===== src/rtl/seg_carry_sum_finalizer.sv =====
// Multi-cycle final adder: resolves the two compressor-tree rows SEG bits per cycle,
// carrying between segments through a register, with valid/ready on both sides.
module seg_carry_sum_finalizer #(
  parameter int unsigned WIDTH = 32,
  parameter int unsigned SEG   = 8
) (
  input  logic             clk,
  input  logic             rst_n,
  input  logic             in_valid,
  output logic             in_ready,
  input  logic [WIDTH-1:0] row_a,
  input  logic [WIDTH-1:0] row_b,
  input  logic             cin,
  output logic             out_valid,
  input  logic             out_ready,
  output logic [WIDTH-1:0] sum,
  output logic             cout,
  output logic             busy
);

  localparam int unsigned SegSafe = (SEG > 0) ? SEG : 1;
  localparam int unsigned NSEG    = WIDTH / SegSafe;
  localparam int unsigned IdxW    = (NSEG > 1) ? $clog2(NSEG) : 1;
  localparam logic [IdxW-1:0] LastIdx = IdxW'(NSEG - 1);

  if ((SEG < 1) || (WIDTH % SegSafe != 0)) begin : gen_param_check
    $error("seg_carry_sum_finalizer: WIDTH must be a nonzero multiple of SEG");
  end

  typedef enum logic [1:0] {StIdle, StRun, StDone} state_e;

  state_e            state_q, state_d;
  logic [WIDTH-1:0]  a_q, a_d, b_q, b_d, sum_q, sum_d;
  logic              carry_q, carry_d, cout_q, cout_d, out_valid_q, out_valid_d;
  logic [IdxW-1:0]   seg_idx_q, seg_idx_d;

  int                seg_base;
  logic [SEG-1:0]    a_seg, b_seg, g, p, pre_g, pre_p, c, seg_sum;
  logic [SEG:0]      cvec;
  logic              grp_cout;

  // Segment datapath: group (G,P) prefix per bit position, then apply the incoming carry.
  always_comb begin
    seg_base = int'(seg_idx_q) * int'(SEG);
    a_seg    = a_q[seg_base +: SEG];
    b_seg    = b_q[seg_base +: SEG];
    g        = a_seg & b_seg;
    p        = a_seg ^ b_seg;
    pre_g    = '0;
    pre_p    = '0;
    pre_g[0] = g[0];
    pre_p[0] = p[0];
    for (int i = 1; i < int'(SEG); i++) begin
      pre_g[i] = g[i] | (p[i] & pre_g[i-1]);
      pre_p[i] = p[i] & pre_p[i-1];
    end
    c        = pre_g | (pre_p & {SEG{carry_q}});
    cvec     = {c, carry_q};
    seg_sum  = p ^ cvec[SEG-1:0];
    grp_cout = c[SEG-1];
  end

  always_comb begin
    state_d     = state_q;
    a_d         = a_q;
    b_d         = b_q;
    carry_d     = carry_q;
    seg_idx_d   = seg_idx_q;
    sum_d       = sum_q;
    cout_d      = cout_q;
    out_valid_d = out_valid_q;
    unique case (state_q)
      StIdle: begin
        if (in_valid) begin
          a_d       = row_a;
          b_d       = row_b;
          carry_d   = cin;
          seg_idx_d = '0;
          sum_d     = '0;
          state_d   = StRun;
        end
      end
      StRun: begin
        sum_d[seg_base +: SEG] = seg_sum;
        carry_d = grp_cout;
        if (seg_idx_q == LastIdx) begin
          seg_idx_d   = '0;
          cout_d      = grp_cout;
          out_valid_d = 1'b1;
          state_d     = StDone;
        end else begin
          seg_idx_d = seg_idx_q + 1'b1;
        end
      end
      StDone: begin
        if (out_ready) begin
          out_valid_d = 1'b0;
          state_d     = StIdle;
        end
      end
      default: state_d = StIdle;
    endcase
  end

  always_ff @(posedge clk or negedge rst_n) begin
    if (!rst_n) begin
      state_q     <= StIdle;
      a_q         <= '0;
      b_q         <= '0;
      carry_q     <= 1'b0;
      seg_idx_q   <= '0;
      sum_q       <= '0;
      cout_q      <= 1'b0;
      out_valid_q <= 1'b0;
    end else begin
      state_q     <= state_d;
      a_q         <= a_d;
      b_q         <= b_d;
      carry_q     <= carry_d;
      seg_idx_q   <= seg_idx_d;
      sum_q       <= sum_d;
      cout_q      <= cout_d;
      out_valid_q <= out_valid_d;
    end
  end

  assign in_ready  = (state_q == StIdle);
  assign busy      = (state_q != StIdle);
  assign out_valid = out_valid_q;
  assign sum       = sum_q;
  assign cout      = cout_q;

endmodule


===== config.mk =====
export PLATFORM = sky130hd
export DESIGN_NAME = seg_carry_sum_finalizer
export DESIGN_NICKNAME = d
export VERILOG_FILES = /design/src/rtl/seg_carry_sum_finalizer.sv
export SDC_FILE = /design/constraint.sdc
export NUM_CORES = 1
export LEC_CHECK = 0
export ABC_AREA = 1
export CAP_MARGIN = 25
export CORE_MARGIN = 5
export CORE_UTILIZATION = 46
export DETAILED_ROUTE_END_ITERATION = 10
export PLACE_DENSITY = 0.77
export SETUP_SLACK_MARGIN = 0.02
export SLEW_MARGIN = 10
export SYNTH_ARGS = -nofsm -noshare
export SYNTH_HDL_FRONTEND = slang
export SYNTH_SLANG_ARGS = --single-unit

===== constraint.sdc =====
create_clock -name clk -period 2.4 [get_ports clk]
set_clock_uncertainty 0.05 [all_clocks]
set_input_delay 0.48 -clock clk [delete_from_list [all_inputs] [get_ports clk]]
set_output_delay 0.48 -clock clk [all_outputs]
set_load 0.005 [all_outputs]

==> impl_metrics.ini, run 1 <==
[critical_path]
arrival_ps = 2730
reg2reg_slack_ps = -130
crit_required_ps = 2600
reg2reg_depth = 13
r2r-end = sum[27]
worstSetupPathType = register to register
cp-start-kind = register
cp_max_fo = 6
end_kind = register
timing.rr.start = seg_idx_q[0]

[power_and_ir_drop]
p_leak_nw = 2.909
power_density_nw_per_um2 = 1682
irDropWorstVdd_uv = 829.9

[floorplanning]
core_area_um2 = 10230
die_h_um = 112.0
floorplan.initialDensity = 0.4680
ios = 105
rows = 37
die_area_um2 = 12550
die_width_um = 112.0

[yosys]
synth_top_area_frac = 0.5383
avgSynthCellArea_um2 = 10.62
yosysMostFrequentCell = dfrtp_1
yosysWarningCount = 0
synth.area.top_cells = dfrtp_1 54%, mux2_2 15%, o21ai_0 5.1%
ys_seq_area_frac = 0.5383
synth_edf_count = 0
synth_ff_type = dfrtp_1
synthTopCellsByCount = 103 x dfrtp_1, 64 x mux2_2, 49 x o21ai_0
synthesis.nets = 533
synthArstFlopShare = 1.000
syn_inst = 451
yosysUniqueCellTypes = 28
synthesis.area_um2 = 4788
synth-seq-cells = 103
synth.largest_area_cell = dfrtp_1

[grt]
grt_pass1_wl_um = 19140
antenna_found_initial = 0
grt_max_degree = 41
grt_use_total = 0.1880
globalRouteOverflowTotal = 0
grt_pass1_vias = 3954

[cells_and_area]
layout-drive-gt1-share = 0.3072
final_nets = 663
antennaDiodeCount = 0
fin_cells = 722
ff_latch_area_um2 = 2579
fillerInstances = 736
area_growth_pct = 41.81
multi_input_area_um2 = 2265

[hold_path]
hold_depth = 2
min_path_type = register to register
min_to = out_valid
worstHoldStart = out_valid

[route]
via_count = 3891
drc = 0
ant_nets = 0
wl_per_cell_um = 17.98
drt_iter0_drc = 219
wl_um = 12980
vias_per_cell = 5.389
drt-pass1-iter-count = 6

[timing]
grt_setup_unrepaired = true
maxSlewViolCount = 0
fin_crit_sh = 1.053
setup_slack_ps = -126.7
hold_viol = 0
fmax_mhz = 395.8
setup_viol_count_final = 18
slew_headroom = 0.5925
worst_pin_slew_ps = 607.2
period_needed_ps = 2527

[cts]
clkLatencyLatePin_ps = 370
cts_tree = yes
cts_buffer_depth = 2
cts_buffers = 9
path_clk_slew_ps = 90
htreeDepth = 3
cts_root_buf = clkbuf_8
clock-sinks = 103

[placement]
routabilityCongestion = 0.8697
portBuffers = 104
dp_hpwl_um = 8824
dp_slack_ps = -87.11
dp_cells = 694

[status]
violations = setup timing
status = finished, violations left

[job]
drv_cap = 0
## layout make-up
class / count / area share
Sequential cell: 103 / 0.3798
Inverter: 39 / 0.02230
Timing Repair inverter: 2 / 0.002580
Tap cell: 136 / 0.02506
Clock inverter: 3 / 0.002580
Clock buffer: 13 / 0.02340
Timing Repair Buffer: 138 / 0.2108
Multi-Input combinational cell: 288 / 0.3335
## worst max-delay path by stage
stage | from | endpoint | slack, ps
after floorplan | seg_idx_q[0] | sum[31] | 20
after global placement | seg_idx_q[0] | sum[13] | -2
after detailed placement | seg_idx_q[0] | sum[15] | -90
after CTS | seg_idx_q[0] | sum[15] | -40
after global routing | seg_idx_q[0] | sum[27] | -250
final | seg_idx_q[0] | sum[27] | -130
## cells in the final DEF, fill, tap and decap left out, drive strengths merged, types with 14 or more instances in the layout
cell type,count
inv,40
buf,33
nand3,27
nor2,47
dfrtp,103
clkdlybuf4s50,103
o22ai,26
clkbuf,14
o21ai,54
nand2,46
mux2,64
## report_power, final
| group | switching (mW) | total [mW] | internal (mW) |
|---|---|---|---|
| Combinational | 3.81 | 7.31 | 3.50 |
| Sequential | 0.573 | 3.11 | 2.54 |
| Clock | 0.567 | 0.999 | 0.432 |
| Total | 4.95 | 11.4 | 6.47 |
## logic make-up after synthesis
kind of cell               synth area share
buffers and inverters               0.05748
and+or+nand+nor                      0.1142
muxes                                0.1505
xor gates and xnor gates           0.009147
DFF                                  0.5383
adders and majority gates           0.03554
AOI/OAI and AO/OA                   0.09485
## flip-flops by register name, indices dropped and copies added, names as in the netlist
signal,flops
out_valid,1
a_q,32
sum,32
seg_idx_q,2
carry_q,1
cout,1
state_q,2
b_q,32
## per-stage QoR
step | power [mW] | cell area (um2) | util | TNS [ps] | hold slack [ps]
global placement | 8.197 | 6107 | 0.5969 | -3.354 | 314.0
floorplan | 6.436 | 4803 | - | 0 | 134.4
finish | 11.42 | 6790 | 0.6637 | -1618 | 436.5
global route | 12.10 | 6790 | 0.6637 | -3834 | 475.9
detailed placement | 8.421 | 6107 | 0.5969 | -584.2 | 319.1
CTS | 9.749 | 6421 | 0.6276 | -102.8 | 446.0
## worst max-delay path, cell delays in order, from the launching register on
cell and delay, ps:
dfrtp_2 530, buf_12 170, o21ai_2 60, o22ai_2 230, ha_4 250, nand2_2 60
nand2_1 50, nand2_1 70, nand2_2 70, nor2_1 180, xor2_1 340, nor2_1 140
nand2_1 120, o21ai_0 80
## repair_timing
item / CTS / global route
pin swaps: 9 / 18
gates cloned: 2 / 2
setup endpoints to repair: 16 / 24
endpoints found under the hold margin: 15 / 0
buffers inserted: 3 / 4
hold buffers: 1 / 0
resized for setup: 26 / 76
## layer usage
| metal | global-route usage | share of wire | routed length [um] | vias up |
|---|---|---|---|---|
| met5 | 0 | 0 | 0 | - |
| met4 | 0.06010 | 0.028 | 360 | 0 |
| met3 | 0.03666 | 0.069 | 892 | 31 |
| met2 | 0.3245 | 0.52 | 6734 | 144 |
| met1 | 0.2395 | 0.38 | 4993 | 1913 |
| li1 | - | - | - | 1803 |
Power figures use the tool's default switching activity.
==> inputs of run 2 (changes only) <==
--- a/config.mk
+++ b/config.mk
@@ -12,7 +12,7 @@
 export DETAILED_ROUTE_END_ITERATION = 10
 export PLACE_DENSITY = 0.77
 export SETUP_SLACK_MARGIN = 0.02
-export SLEW_MARGIN = 10
+export SLEW_MARGIN = 20
 export SYNTH_ARGS = -nofsm -noshare
 export SYNTH_HDL_FRONTEND = slang
 export SYNTH_SLANG_ARGS = --single-unit
==> results of run 2 <==
Final layout, timing and power as in run 1 (identical DEF).
==> inputs of run 3 (changes only) <==
--- a/config.mk
+++ b/config.mk
@@ -8,9 +8,9 @@
 export ABC_AREA = 1
 export CAP_MARGIN = 25
 export CORE_MARGIN = 5
-export CORE_UTILIZATION = 46
+export CORE_UTILIZATION = 30
+export CTS_BUF_LIST = sky130_fd_sc_hd__clkbuf_8 sky130_fd_sc_hd__clkbuf_16
 export DETAILED_ROUTE_END_ITERATION = 10
-export PLACE_DENSITY = 0.77
 export SETUP_SLACK_MARGIN = 0.02
 export SLEW_MARGIN = 20
 export SYNTH_ARGS = -nofsm -noshare
==> impl_metrics.ini, run 3 (synthesis results as in run 1) <==
[route]
wl_per_cell_um = 15.62
vias_per_cell = 4.604
drt_iter0_drc = 240
ant_nets = 0
drt-pass1-iter-count = 4
via_count = 3725
wl_um = 12640
drc = 0

[critical_path]
arrival_ps = 2740
cp.depth = 16
crit_required_ps = 2630
slowest_stage = dfrtp_2
end_kind = register
slowest_delay_ps = 530
worstSetupPathType = register to register
cp-start-kind = register
path_cells = inv_4 > o21ai_0 > o22ai_2 > ha_1 > nand3_1 > nor2_2 > nand2_2 > nand3_4 > nand2_2 > nand2_2 > nand3_4 > nand3_2 > nand3_2 > nor2_2 > nand2_1 > nand2_1
critPathBufInv = 1
cp_common_cell = nand2_2
reg2reg_depth = 16
cp_max_fo = 6
cp_top_family = simple AND/OR/NAND/NOR gates

[hold_path]
hold_depth = 2
min_path_type = register to register

[power_and_ir_drop]
p_seq_frac = 0.286
p_switching_mw = 4.363
switching_share = 0.4044
comb_power_share = 0.586
power.internal_mw = 6.425
irDropWorstVdd_uv = 701.2
power_mw = 10.79
power_density_nw_per_um2 = 1588
clkPwrFrac = 0.128
p_leak_nw = 2.947

[floorplanning]
die_width_um = 136.3
die_area_um2 = 18590
rows = 46
die_h_um = 136.3
floorplan.initialDensity = 0.3036
core_area_um2 = 15770
ios = 105

[timing]
period_needed_ps = 2510
setup_viol_count_final = 16
maxSlewViolCount = 0
fmax_mhz = 398.4
hold_viol = 0
worst_pin_slew_ps = 560.6
slew_headroom = 0.6237
grt_setup_unrepaired = true
timing.hold.ws_ps = 431.8
fin_crit_sh = 1.046
setup_slack_ps = -109.9

[cts]
cts_root_buf = clkbuf_16
clkLatencyLatePin_ps = 340
clock-sinks = 103
cts_buffers = 9
cts_buffer_depth = 2
htreeDepth = 3
cts_tree = yes
path_clk_slew_ps = 70

[cells_and_area]
final_cell_area_um2 = 6792
layout-drive-gt1-share = 0.2698
area_growth_pct = 41.83
antennaDiodeCount = 0
fin_util = 0.4307
final_nets = 670
final_cell_mix = 103 x clkdlybuf4s50_1, 102 x dfrtp_1, 64 x mux2_2
layout_commonest_cell = clkdlybuf4s50_1
fillerInstances = 1537

[placement]
dp_hpwl_um = 9454
portBuffers = 104
routabilityCongestion = 0.8294
dpl-instance-area_um2 = 6227

[grt]
globalRouteOverflowTotal = 0
grt_pass1_wl_um = 19880
grt_pass1_vias = 3899
antenna_found_initial = 0
grt_max_degree = 62
grt_use_total = 0.1362

[status]
violations = setup timing
status = finished, violations left

[job]
drv_cap = 0
[run 3: cell count changes in the layout (fill, tap and decap cells not counted), moves of 6 or more]
cell and change:
buf_4 +11, nor2_1 +11, clkbuf_16 +10, clkbuf_8 -9, nor2_4 -7, o21ai_0 +7
o22ai_1 +6
[run 3: tightest hold or removal path, cell delays in order (launching register included)]
cell     delay (ps)
dfrtp_1         350
nand2_1          50
nand2_1          50
[run 3: cell type report]
cell class	instances	area (um2)	share of cell area
repair buffers	145	1434	0.2111
well taps	216	270.3	0.03979
clock inverters	5	33.78	0.004974
flip-flops and latches	103	2579	0.3797
multi-input cells	288	2056	0.3027
clock buffers	11	252.7	0.03721
inverters	39	151.4	0.02229
repair inverters	2	15.01	0.002211
[run 3: metal layers]
metal	up-vias	wire (um)	track usage
met5	-	0	0
met4	0	174	0.03527
met3	13	745	0.04071
met2	84	6187	0.2256
met1	1817	5530	0.1742
li1	1811	-	-
[run 3: path summary, 6_finish.rpt]
check | to | startpoint | slack [ps]
hold / removal | out_valid | out_valid | 430
setup / recovery | sum[15] | seg_idx_q[0] | -110
hold reg to reg | out_valid | out_valid | 430
setup reg to reg | sum[15] | seg_idx_q[0] | -110
min in group asynchronous | b_q[6] | rst_n | 480
max in group asynchronous | a_q[22] | rst_n | 1200
[run 3: repair_timing]
| item | CTS | global route |
|---|---|---|
| pin swaps | 4 | 12 |
| hold buffers | 1 | 0 |
| endpoints found under the setup margin | 18 | 28 |
| buffers inserted | 2 | 5 |
| cloned | 1 | 4 |
| endpoints found under the hold margin | 14 | 0 |
| resized for setup | 10 | 40 |
[run 3: power by group through the flow]
stage | Clock [mW] | Sequential, mW | Combinational [mW]
5_1_grt | 1.50 | 3.18 | 6.97
3_3_place_gp | 0 | 3.05 | 5.45
3_5_place_dp | 0 | 3.07 | 5.56
2_1_floorplan | 0 | 2.90 | 3.54
4_1_cts | 1.42 | 3.05 | 5.66
6_report | 1.38 | 3.09 | 6.32
[run 3: per-stage QoR]
step                setup slack, ps  TNS, ps  instances
finish                       -109.9    -1084        809
global route                 -303.4    -5023        809
CTS                           4.018        0        800
detailed placement           -96.69   -773.7        780
global placement             -19.60   -76.13        780
floorplan                     20.54        0        451
